### src/rtl/lpif_x8_asym2_quarter_master_gearbox_if.sv
// ---------------------------------------------------------------------------
// lpif_x8_asym2_quarter_master_gearbox_if
//
// Bundles the LPIF-side and PHY-side signals of the master-end quarter-rate
// gearbox. The clock and reset are not part of the bundle.
//
// Signals:
//   tx_online           TX enable (online, delayed by auto-sync)
//   rx_online           RX enable
//   dstrm_beat          downstream LPIF beat, one per clock while tx_online
//   tx_downstream_data  packed PHY word, beat k at [BEAT_W*k +: BEAT_W]
//   tx_downstream_push  one-cycle strobe qualifying tx_downstream_data
//   tx_phase            slot index the next downstream beat lands in
//   rx_upstream_data    received packed PHY word
//   rx_upstream_push    one-cycle strobe qualifying rx_upstream_data
//   ustrm_beat          unpacked upstream LPIF beat
//   ustrm_beat_vld      high while ustrm_beat carries a beat
//   rx_overflow         sticky: a word arrived before the previous one drained
//
// Modports:
//   master  the gearbox itself (master end of the link)
//   slave   the surrounding adapter / concat logic driving the gearbox
// ---------------------------------------------------------------------------
interface lpif_x8_asym2_quarter_master_gearbox_if #(
    parameter int BEAT_W = 145,
    parameter int RATIO  = 4
);
    localparam int WORD_W = BEAT_W * RATIO;
    localparam int PH_W   = (RATIO > 1) ? $clog2(RATIO) : 1;

    logic                tx_online;
    logic                rx_online;
    logic [BEAT_W-1:0]   dstrm_beat;
    logic [WORD_W-1:0]   tx_downstream_data;
    logic                tx_downstream_push;
    logic [PH_W-1:0]     tx_phase;
    logic [WORD_W-1:0]   rx_upstream_data;
    logic                rx_upstream_push;
    logic [BEAT_W-1:0]   ustrm_beat;
    logic                ustrm_beat_vld;
    logic                rx_overflow;

    modport master (
        input  tx_online, rx_online, dstrm_beat, rx_upstream_data, rx_upstream_push,
        output tx_downstream_data, tx_downstream_push, tx_phase,
               ustrm_beat, ustrm_beat_vld, rx_overflow
    );

    modport slave (
        output tx_online, rx_online, dstrm_beat, rx_upstream_data, rx_upstream_push,
        input  tx_downstream_data, tx_downstream_push, tx_phase,
               ustrm_beat, ustrm_beat_vld, rx_overflow
    );
endinterface

### src/rtl/lpif_x8_asym2_quarter_master_gearbox.sv
// ---------------------------------------------------------------------------
// lpif_x8_asym2_quarter_master_gearbox
//
// Master-end gearbox between the LPIF adapter (full rate, one 145-bit beat
// per clock) and the quarter-rate PHY concat block (one 580-bit word per
// four clocks).
//   TX: four consecutive beats are packed into one word, oldest beat in the
//       least-significant slot, and pushed for one cycle.
//   RX: each received word is replayed as four sequential beats, beat 0 in
//       the cycle after the push. A push arriving while beats are still
//       pending replaces the word and raises the sticky rx_overflow.
//
// Ports:
//   clk_wr  single clock for all logic
//   rst_wr  asynchronous, active-high reset
//   lnk     gearbox bundle (master modport), see the interface file
//
// Build option:
//   LPIF_GEARBOX_IDLE_SUPPRESS_EN - when defined, an all-idle word (every
//   beat with valid=0 and dvalid=0) is not pushed on TX, and is replayed
//   with ustrm_beat_vld=0 on RX.
// ---------------------------------------------------------------------------
module lpif_x8_asym2_quarter_master_gearbox #(
    parameter int BEAT_W = 145,
    parameter int RATIO  = 4
) (
    input  logic clk_wr,
    input  logic rst_wr,
    lpif_x8_asym2_quarter_master_gearbox_if.master lnk
);
    localparam int              WORD_W  = BEAT_W * RATIO;
    localparam int              PH_W    = (RATIO > 1) ? $clog2(RATIO) : 1;
    localparam logic [PH_W-1:0] LAST_PH = PH_W'(RATIO - 1);

`ifdef LPIF_GEARBOX_IDLE_SUPPRESS_EN
    localparam int DVALID_BIT = 136;
    localparam int VALID_BIT  = 138;

    // A word is idle when no beat carries valid or dvalid.
    function automatic logic word_is_idle(input logic [WORD_W-1:0] w);
        word_is_idle = 1'b1;
        for (int k = 0; k < RATIO; k++) begin
            if (w[k*BEAT_W + VALID_BIT] || w[k*BEAT_W + DVALID_BIT])
                word_is_idle = 1'b0;
        end
    endfunction
`endif

    // -----------------------------------------------------------------------
    // TX: slot capture (p0) -> packed word register (p1)
    // -----------------------------------------------------------------------
    logic [PH_W-1:0]   tx_phase_p0;
    logic [BEAT_W-1:0] slot_p0 [RATIO-1];
    logic [WORD_W-1:0] tx_word;
    logic [WORD_W-1:0] tx_data_p1;
    logic              tx_push_p1;

    // The last beat of a word goes straight into the packed word, so only
    // RATIO-1 slots are ever held.
    always_comb begin
        tx_word = '0;
        for (int k = 0; k < RATIO - 1; k++)
            tx_word[k*BEAT_W +: BEAT_W] = slot_p0[k];
        tx_word[(RATIO-1)*BEAT_W +: BEAT_W] = lnk.dstrm_beat;
    end

    always_ff @(posedge clk_wr or posedge rst_wr) begin
        if (rst_wr) begin
            tx_phase_p0 <= '0;
            for (int k = 0; k < RATIO - 1; k++)
                slot_p0[k] <= '0;
            tx_data_p1  <= '0;
            tx_push_p1  <= 1'b0;
        end else if (!lnk.tx_online) begin
            // Going offline drops any partial word. A push registered on the
            // previous edge has already been presented for its one cycle.
            tx_phase_p0 <= '0;
            for (int k = 0; k < RATIO - 1; k++)
                slot_p0[k] <= '0;
            tx_push_p1  <= 1'b0;
        end else begin
            tx_push_p1 <= 1'b0;
            if (tx_phase_p0 == LAST_PH) begin
                tx_phase_p0 <= '0;
                for (int k = 0; k < RATIO - 1; k++)
                    slot_p0[k] <= '0;
`ifdef LPIF_GEARBOX_IDLE_SUPPRESS_EN
                if (!word_is_idle(tx_word)) begin
                    tx_data_p1 <= tx_word;
                    tx_push_p1 <= 1'b1;
                end
`else
                tx_data_p1 <= tx_word;
                tx_push_p1 <= 1'b1;
`endif
            end else begin
                tx_phase_p0 <= tx_phase_p0 + PH_W'(1);
                for (int k = 0; k < RATIO - 1; k++) begin
                    if (tx_phase_p0 == PH_W'(k))
                        slot_p0[k] <= lnk.dstrm_beat;
                end
            end
        end
    end

    assign lnk.tx_phase           = tx_phase_p0;
    assign lnk.tx_downstream_data = tx_data_p1;
    assign lnk.tx_downstream_push = tx_push_p1;

    // -----------------------------------------------------------------------
    // RX: holding register (p0) -> emitted beat register (p1)
    // -----------------------------------------------------------------------
    logic [WORD_W-1:0] rx_hold_p0;
    logic [PH_W-1:0]   rx_idx_p0;    // next beat of rx_hold_p0 to emit
    logic              rx_busy_p0;   // beats of rx_hold_p0 still pending
    logic [BEAT_W-1:0] rx_sel_beat;
    logic [BEAT_W-1:0] rx_beat_p1;
    logic              rx_vld_p1;
    logic              rx_ovf;
`ifdef LPIF_GEARBOX_IDLE_SUPPRESS_EN
    logic              rx_quiet_p0;  // held word is all idle: replay with vld low
`endif

    always_comb begin
        rx_sel_beat = '0;
        for (int k = 0; k < RATIO; k++) begin
            if (rx_idx_p0 == PH_W'(k))
                rx_sel_beat = rx_hold_p0[k*BEAT_W +: BEAT_W];
        end
    end

    always_ff @(posedge clk_wr or posedge rst_wr) begin
        if (rst_wr) begin
            rx_hold_p0  <= '0;
            rx_idx_p0   <= '0;
            rx_busy_p0  <= 1'b0;
            rx_beat_p1  <= '0;
            rx_vld_p1   <= 1'b0;
            rx_ovf      <= 1'b0;
`ifdef LPIF_GEARBOX_IDLE_SUPPRESS_EN
            rx_quiet_p0 <= 1'b0;
`endif
        end else if (!lnk.rx_online) begin
            rx_hold_p0  <= '0;
            rx_idx_p0   <= '0;
            rx_busy_p0  <= 1'b0;
            rx_beat_p1  <= '0;
            rx_vld_p1   <= 1'b0;
            rx_ovf      <= 1'b0;
`ifdef LPIF_GEARBOX_IDLE_SUPPRESS_EN
            rx_quiet_p0 <= 1'b0;
`endif
        end else if (lnk.rx_upstream_push) begin
            // Beat 0 is taken straight from the incoming word so it appears
            // in the very next cycle; a push on the cycle beat RATIO-1 is
            // presented finds busy already low and is seamless.
            if (rx_busy_p0)
                rx_ovf <= 1'b1;
            rx_hold_p0 <= lnk.rx_upstream_data;
            rx_beat_p1 <= lnk.rx_upstream_data[BEAT_W-1:0];
            rx_idx_p0  <= PH_W'(1);
            rx_busy_p0 <= (RATIO > 1);
`ifdef LPIF_GEARBOX_IDLE_SUPPRESS_EN
            rx_quiet_p0 <= word_is_idle(lnk.rx_upstream_data);
            rx_vld_p1   <= !word_is_idle(lnk.rx_upstream_data);
`else
            rx_vld_p1  <= 1'b1;
`endif
        end else if (rx_busy_p0) begin
            rx_beat_p1 <= rx_sel_beat;
            rx_idx_p0  <= rx_idx_p0 + PH_W'(1);
            rx_busy_p0 <= (rx_idx_p0 != LAST_PH);
`ifdef LPIF_GEARBOX_IDLE_SUPPRESS_EN
            rx_vld_p1  <= !rx_quiet_p0;
`else
            rx_vld_p1  <= 1'b1;
`endif
        end else begin
            rx_beat_p1 <= '0;
            rx_vld_p1  <= 1'b0;
        end
    end

    assign lnk.ustrm_beat     = rx_beat_p1;
    assign lnk.ustrm_beat_vld = rx_vld_p1;
    assign lnk.rx_overflow    = rx_ovf;

endmodule

### src/flat_wrapper.sv
// flat-port wrapper written by rule: the top's interface ports become plain ports
module lpif_x8_asym2_quarter_master_gearbox_flat 
#(
    parameter int BEAT_W = 145,
    parameter int RATIO  = 4
)
  (clk_wr, rst_wr, lnk_tx_online, lnk_rx_online, lnk_dstrm_beat, lnk_rx_upstream_data, lnk_rx_upstream_push, lnk_tx_downstream_data, lnk_tx_downstream_push, lnk_tx_phase, lnk_ustrm_beat, lnk_ustrm_beat_vld, lnk_rx_overflow);
  lpif_x8_asym2_quarter_master_gearbox_if #(.BEAT_W(BEAT_W), .RATIO(RATIO)) lnk_i ();
  input  logic clk_wr;
  input  logic rst_wr;
  input wire logic [$bits(lnk_i.tx_online)-1:0] lnk_tx_online;
  input wire logic [$bits(lnk_i.rx_online)-1:0] lnk_rx_online;
  input wire logic [$bits(lnk_i.dstrm_beat)-1:0] lnk_dstrm_beat;
  input wire logic [$bits(lnk_i.rx_upstream_data)-1:0] lnk_rx_upstream_data;
  input wire logic [$bits(lnk_i.rx_upstream_push)-1:0] lnk_rx_upstream_push;
  output wire logic [$bits(lnk_i.tx_downstream_data)-1:0] lnk_tx_downstream_data;
  output wire logic [$bits(lnk_i.tx_downstream_push)-1:0] lnk_tx_downstream_push;
  output wire logic [$bits(lnk_i.tx_phase)-1:0] lnk_tx_phase;
  output wire logic [$bits(lnk_i.ustrm_beat)-1:0] lnk_ustrm_beat;
  output wire logic [$bits(lnk_i.ustrm_beat_vld)-1:0] lnk_ustrm_beat_vld;
  output wire logic [$bits(lnk_i.rx_overflow)-1:0] lnk_rx_overflow;
  assign lnk_i.tx_online = lnk_tx_online;
  assign lnk_i.rx_online = lnk_rx_online;
  assign lnk_i.dstrm_beat = lnk_dstrm_beat;
  assign lnk_i.rx_upstream_data = lnk_rx_upstream_data;
  assign lnk_i.rx_upstream_push = lnk_rx_upstream_push;
  assign lnk_tx_downstream_data = lnk_i.tx_downstream_data;
  assign lnk_tx_downstream_push = lnk_i.tx_downstream_push;
  assign lnk_tx_phase = lnk_i.tx_phase;
  assign lnk_ustrm_beat = lnk_i.ustrm_beat;
  assign lnk_ustrm_beat_vld = lnk_i.ustrm_beat_vld;
  assign lnk_rx_overflow = lnk_i.rx_overflow;
  lpif_x8_asym2_quarter_master_gearbox #(.BEAT_W(BEAT_W), .RATIO(RATIO)) u_core (.clk_wr(clk_wr), .rst_wr(rst_wr), .lnk(lnk_i));
endmodule
### config.mk
export PLATFORM = sky130hd
export DESIGN_NAME = lpif_x8_asym2_quarter_master_gearbox_flat
export DESIGN_NICKNAME = d
export VERILOG_FILES = /design/src/rtl/lpif_x8_asym2_quarter_master_gearbox_if.sv /design/src/rtl/lpif_x8_asym2_quarter_master_gearbox.sv /design/src/flat_wrapper.sv
export SDC_FILE = /design/constraint.sdc
export NUM_CORES = 2
export LEC_CHECK = 0
export BUFFER_PORTS_ARGS = -buffer_cell sky130_fd_sc_hd__buf_2
export CAP_MARGIN = 20
export CORE_AREA = 2 2 569 571
export DETAILED_ROUTE_END_ITERATION = 6
export DIE_AREA = 0 0 571 573
export PLACE_DENSITY_LB_ADDON = 0.15
export REMOVE_ABC_BUFFERS = 1
export SYNTH_ARGS = -nofsm -noshare
export SYNTH_HDL_FRONTEND = slang
export SYNTH_SLANG_ARGS = --single-unit
### constraint.sdc
create_clock -name clk_wr -period 65.9 [get_ports clk_wr]
set_clock_uncertainty 0.15 [all_clocks]
set_input_delay 0 -clock clk_wr [delete_from_list [all_inputs] [get_ports clk_wr]]
set_output_delay 0 -clock clk_wr [all_outputs]
set_load 0.01 [all_outputs]
==> run metrics <==
clock-pin slew on the worst setup and hold paths=around 60 ps; DR iter-0 viols=3,477; multi-input logic area=26,500 µm²; Area Overhead vs Synth=49.0%; Core Box Area=between 300,000 and 400,000 µm²; Initial Utilization=0.226; IO Count=1,460; CP endpoint kind=register; drt total wl=approximately 300,000 µm; Lkg Pwr=~54 nW; commonest non-fill, non-tap cell in the layout=dfrtp_1; R2R depth=9; Final Hold Violating Endpoints=0; FF-to-FF End=u_core.lnk.tx_downstream_data[474]$_DFFE_PP0P_; Yosys warning count=0; # fillers=32,900; vias=61,900; clock root buffer=clkbuf_16; Slew Limit Fails=0; routed vias/inst=4.33; GRT Total Usage=0.179; fmax=between 200 and 250 MHz; Max-Cap Viols=0; Worst-Skew Late Latency=about 870 ps; PwrDens=28.2 nW/µm²; setup_tns=0 ps; ratio of cells with drive above 1 in the final layout=0.198; CP Capture Point=u_core.lnk.tx_downstream_data[474]$_DFFE_PP0P_; Worst R2R Setup Slack=60,940 ps; total clock sinks=1,748; Peak VDD IR=approximately 0.022 mV; vias in the first global route=64,500; row count=approximately 210; Synth Area per Inst=10.7 µm²; placed cells=12,100; PostCTS Resize Cnt=0; pre-CTS setup slack=60,580 ps; Num CTS Buffers=208; Hold Path Class=in -> reg; full die area=327,000 µm²; Final setup viols=0; sequential area share after synthesis=0.603; Final Non-Filler Cells=14,300; Worst Path Max Fanout=between 150 and 200; min setup slack post-route=~60,000 ps; status=finished, final reports clean; reg2reg start=u_core.lnk.tx_phase[0]$_DFF_PP0_; buffers added on ports=1,459; final worst path period need=4960 ps; Layout Nets=10,500; DRT antenna net count=0; Netlist cell types=27; #FFs+latches synth=about 1,700; post-synthesis cell count=about 6,800; CTS tree=yes; DP Wirelength=195,000 µm; startpoint types=register; residual DRC count=0; chip height=573 µm; synthesized area=72,600 µm²; first-pass iteration count of the detailed router=5; Die Wd=571 µm; grt total ovfl=0; RSZ-0062 raised after global routing=false; headroom to the max-slew limit=0.222; WS Path Type=reg -> reg; Tightest Pin Transition=1170 ps; commonest non-fill, non-tap cells in the layout=1,748 x dfrtp_1, 1,740 x nand2_1, 1,702 x dlygate4sd3_1; WL/cell=approximately 21 µm; first-pass GRT wire length=444,000 µm; register area=43,700 µm²; H-tree depth=4; Max Root-Sink Buffers=4; initial antenna violation count=83; largest net degree at the start of global routing=195; GPL Wtd Cong=0.807; Setup crit start=u_core.lnk.tx_phase[0]$_DFF_PP0_; Final Cycle Share=0.0753; post-CTS setup buffers=0; arrival time worst endpoint=between 5000 and 6000 ps; Req. time, crit path=66,530 ps
-- cells in the mapped netlist --
cell type,count,area share
nor2b_1,1,0.000086
nor3b_2,1,0.00017
a22oi_2,10,0.0017
mux2i_1,1016,0.14
inv_1,6,0.00031
buf_4,28,0.0029
a211oi_1,95,0.0098
buf_6,3,0.00047
nor2_1,1022,0.053
clkinv_1,1,0.000052
ha_1,8,0.0014
dfrtp_1,1748,0.60
inv_2,1,0.000052
a21oi_1,2,0.00014
buf_8,5,0.0010
and2b_1,1,0.00010
and2_1,2,0.00017
a221oi_1,145,0.018
nor3_1,1,0.000069
a211oi_2,50,0.0086
nand2b_1,146,0.013
nand2_1,1741,0.090
buf_2,227,0.016
xor2_1,1,0.00012
buf_1,13,0.00067
clkbuf_1,222,0.011
a22oi_1,280,0.029
-- what timing repair did --
item / CTS / global route
endpoints found under the setup margin: 0 / 0
hold buffers: 1702 / 0
hold endpoints to repair: 1744 / 0
-- state kept, by name (all words and copies together), names as in the netlist --
register,count
u_core.lnk.tx_downstream_data,580
u_core.rx_hold_p0,580
u_core.slot_p0,435
u_core.lnk.ustrm_beat,145
u_core.lnk.tx_phase,2
u_core.rx_idx_p0,2
u_core.lnk.rx_overflow,1
u_core.lnk.tx_downstream_push,1
u_core.lnk.ustrm_beat_vld,1
u_core.rx_busy_p0,1
-- final cells by class --
cell class / count / area share
Sequential cell: 1748 / 0.405
Multi-Input combinational cell: 4522 / 0.246
Timing Repair Buffer: 3250 / 0.233
Clock buffer: 303 / 0.0565
Tap cell: 4305 / 0.0498
Clock inverter: 73 / 0.00820
Antenna cell: 71 / 0.00164
Inverter: 8 / 0.000486
-- where the power goes --
group          switching [W]  total, W  internal [W]
registers          0.0000735   0.00128       0.00120
clock network       0.000494   0.00119      0.000698
logic               0.000334  0.000584      0.000250
total               0.000902   0.00305       0.00215
-- metrics by stage --
stage,hold WS (ps),area (µm²),total power (W),util
floorplan,-79.2,70200,0.00156,-
global placement,28.5,83800,0.00179,0.262
CTS,0.934,108000,0.00310,0.337
finish,35.1,108000,0.00305,0.337
detailed placement,28.1,83800,0.00180,0.262
global route,31.8,108000,0.00320,0.337
-- per-layer routing --
layer	vias to the layer above	global-route usage	routed length, µm
li1	28500	-	-
met1	31100	0.222	126000
met2	1736	0.297	143000
met3	449	0.0549	24000
met4	58	0.0517	9250
met5	-	0	382
-- how the worst min path moves through the flow --
stage               cells after the start  slack, ps                     start                                             end
floorplan                               1        -80      lnk_rx_upstream_push                 u_core.rx_idx_p0[1]$_DFFE_PP0P_
global placement                        2         30                    rst_wr  u_core.lnk.tx_downstream_data[514]$_DFFE_PP0P_
detailed placement                      2         30                    rst_wr  u_core.lnk.tx_downstream_data[514]$_DFFE_PP0P_
CTS                                     4        0.9  lnk_rx_upstream_data[62]             u_core.lnk.ustrm_beat[62]$_DFF_PP0_
global route                            4         30  lnk_rx_upstream_data[31]             u_core.lnk.ustrm_beat[31]$_DFF_PP0_
finish                                  4         40        lnk_dstrm_beat[79]                 u_core.slot_p0[224]$_DFFE_PP0P_
-- critical path, stage by stage, from the launching register on --
cell,delay [ps]
dfrtp_1,450
ha_1,260
nand2_4,390
inv_8,860
buf_4,760
buf_4,780
buf_4,350
buf_16,350
nand2_1,100
nand2_1,70
-- cells by family after synthesis --
logic type	Yosys count	synth area share
AND/OR/NAND/NOR	2915	0.156
buffers and inverters	506	0.0326
XOR/XNOR	1	0.000121
AO/OA/AOI/OAI	582	0.0668
multiplexers	1016	0.140
adder cells (fa/ha/maj)	8	0.00138
flip-flops	1748	0.603
No activity file was read; power rests on OpenSTA's default activity.
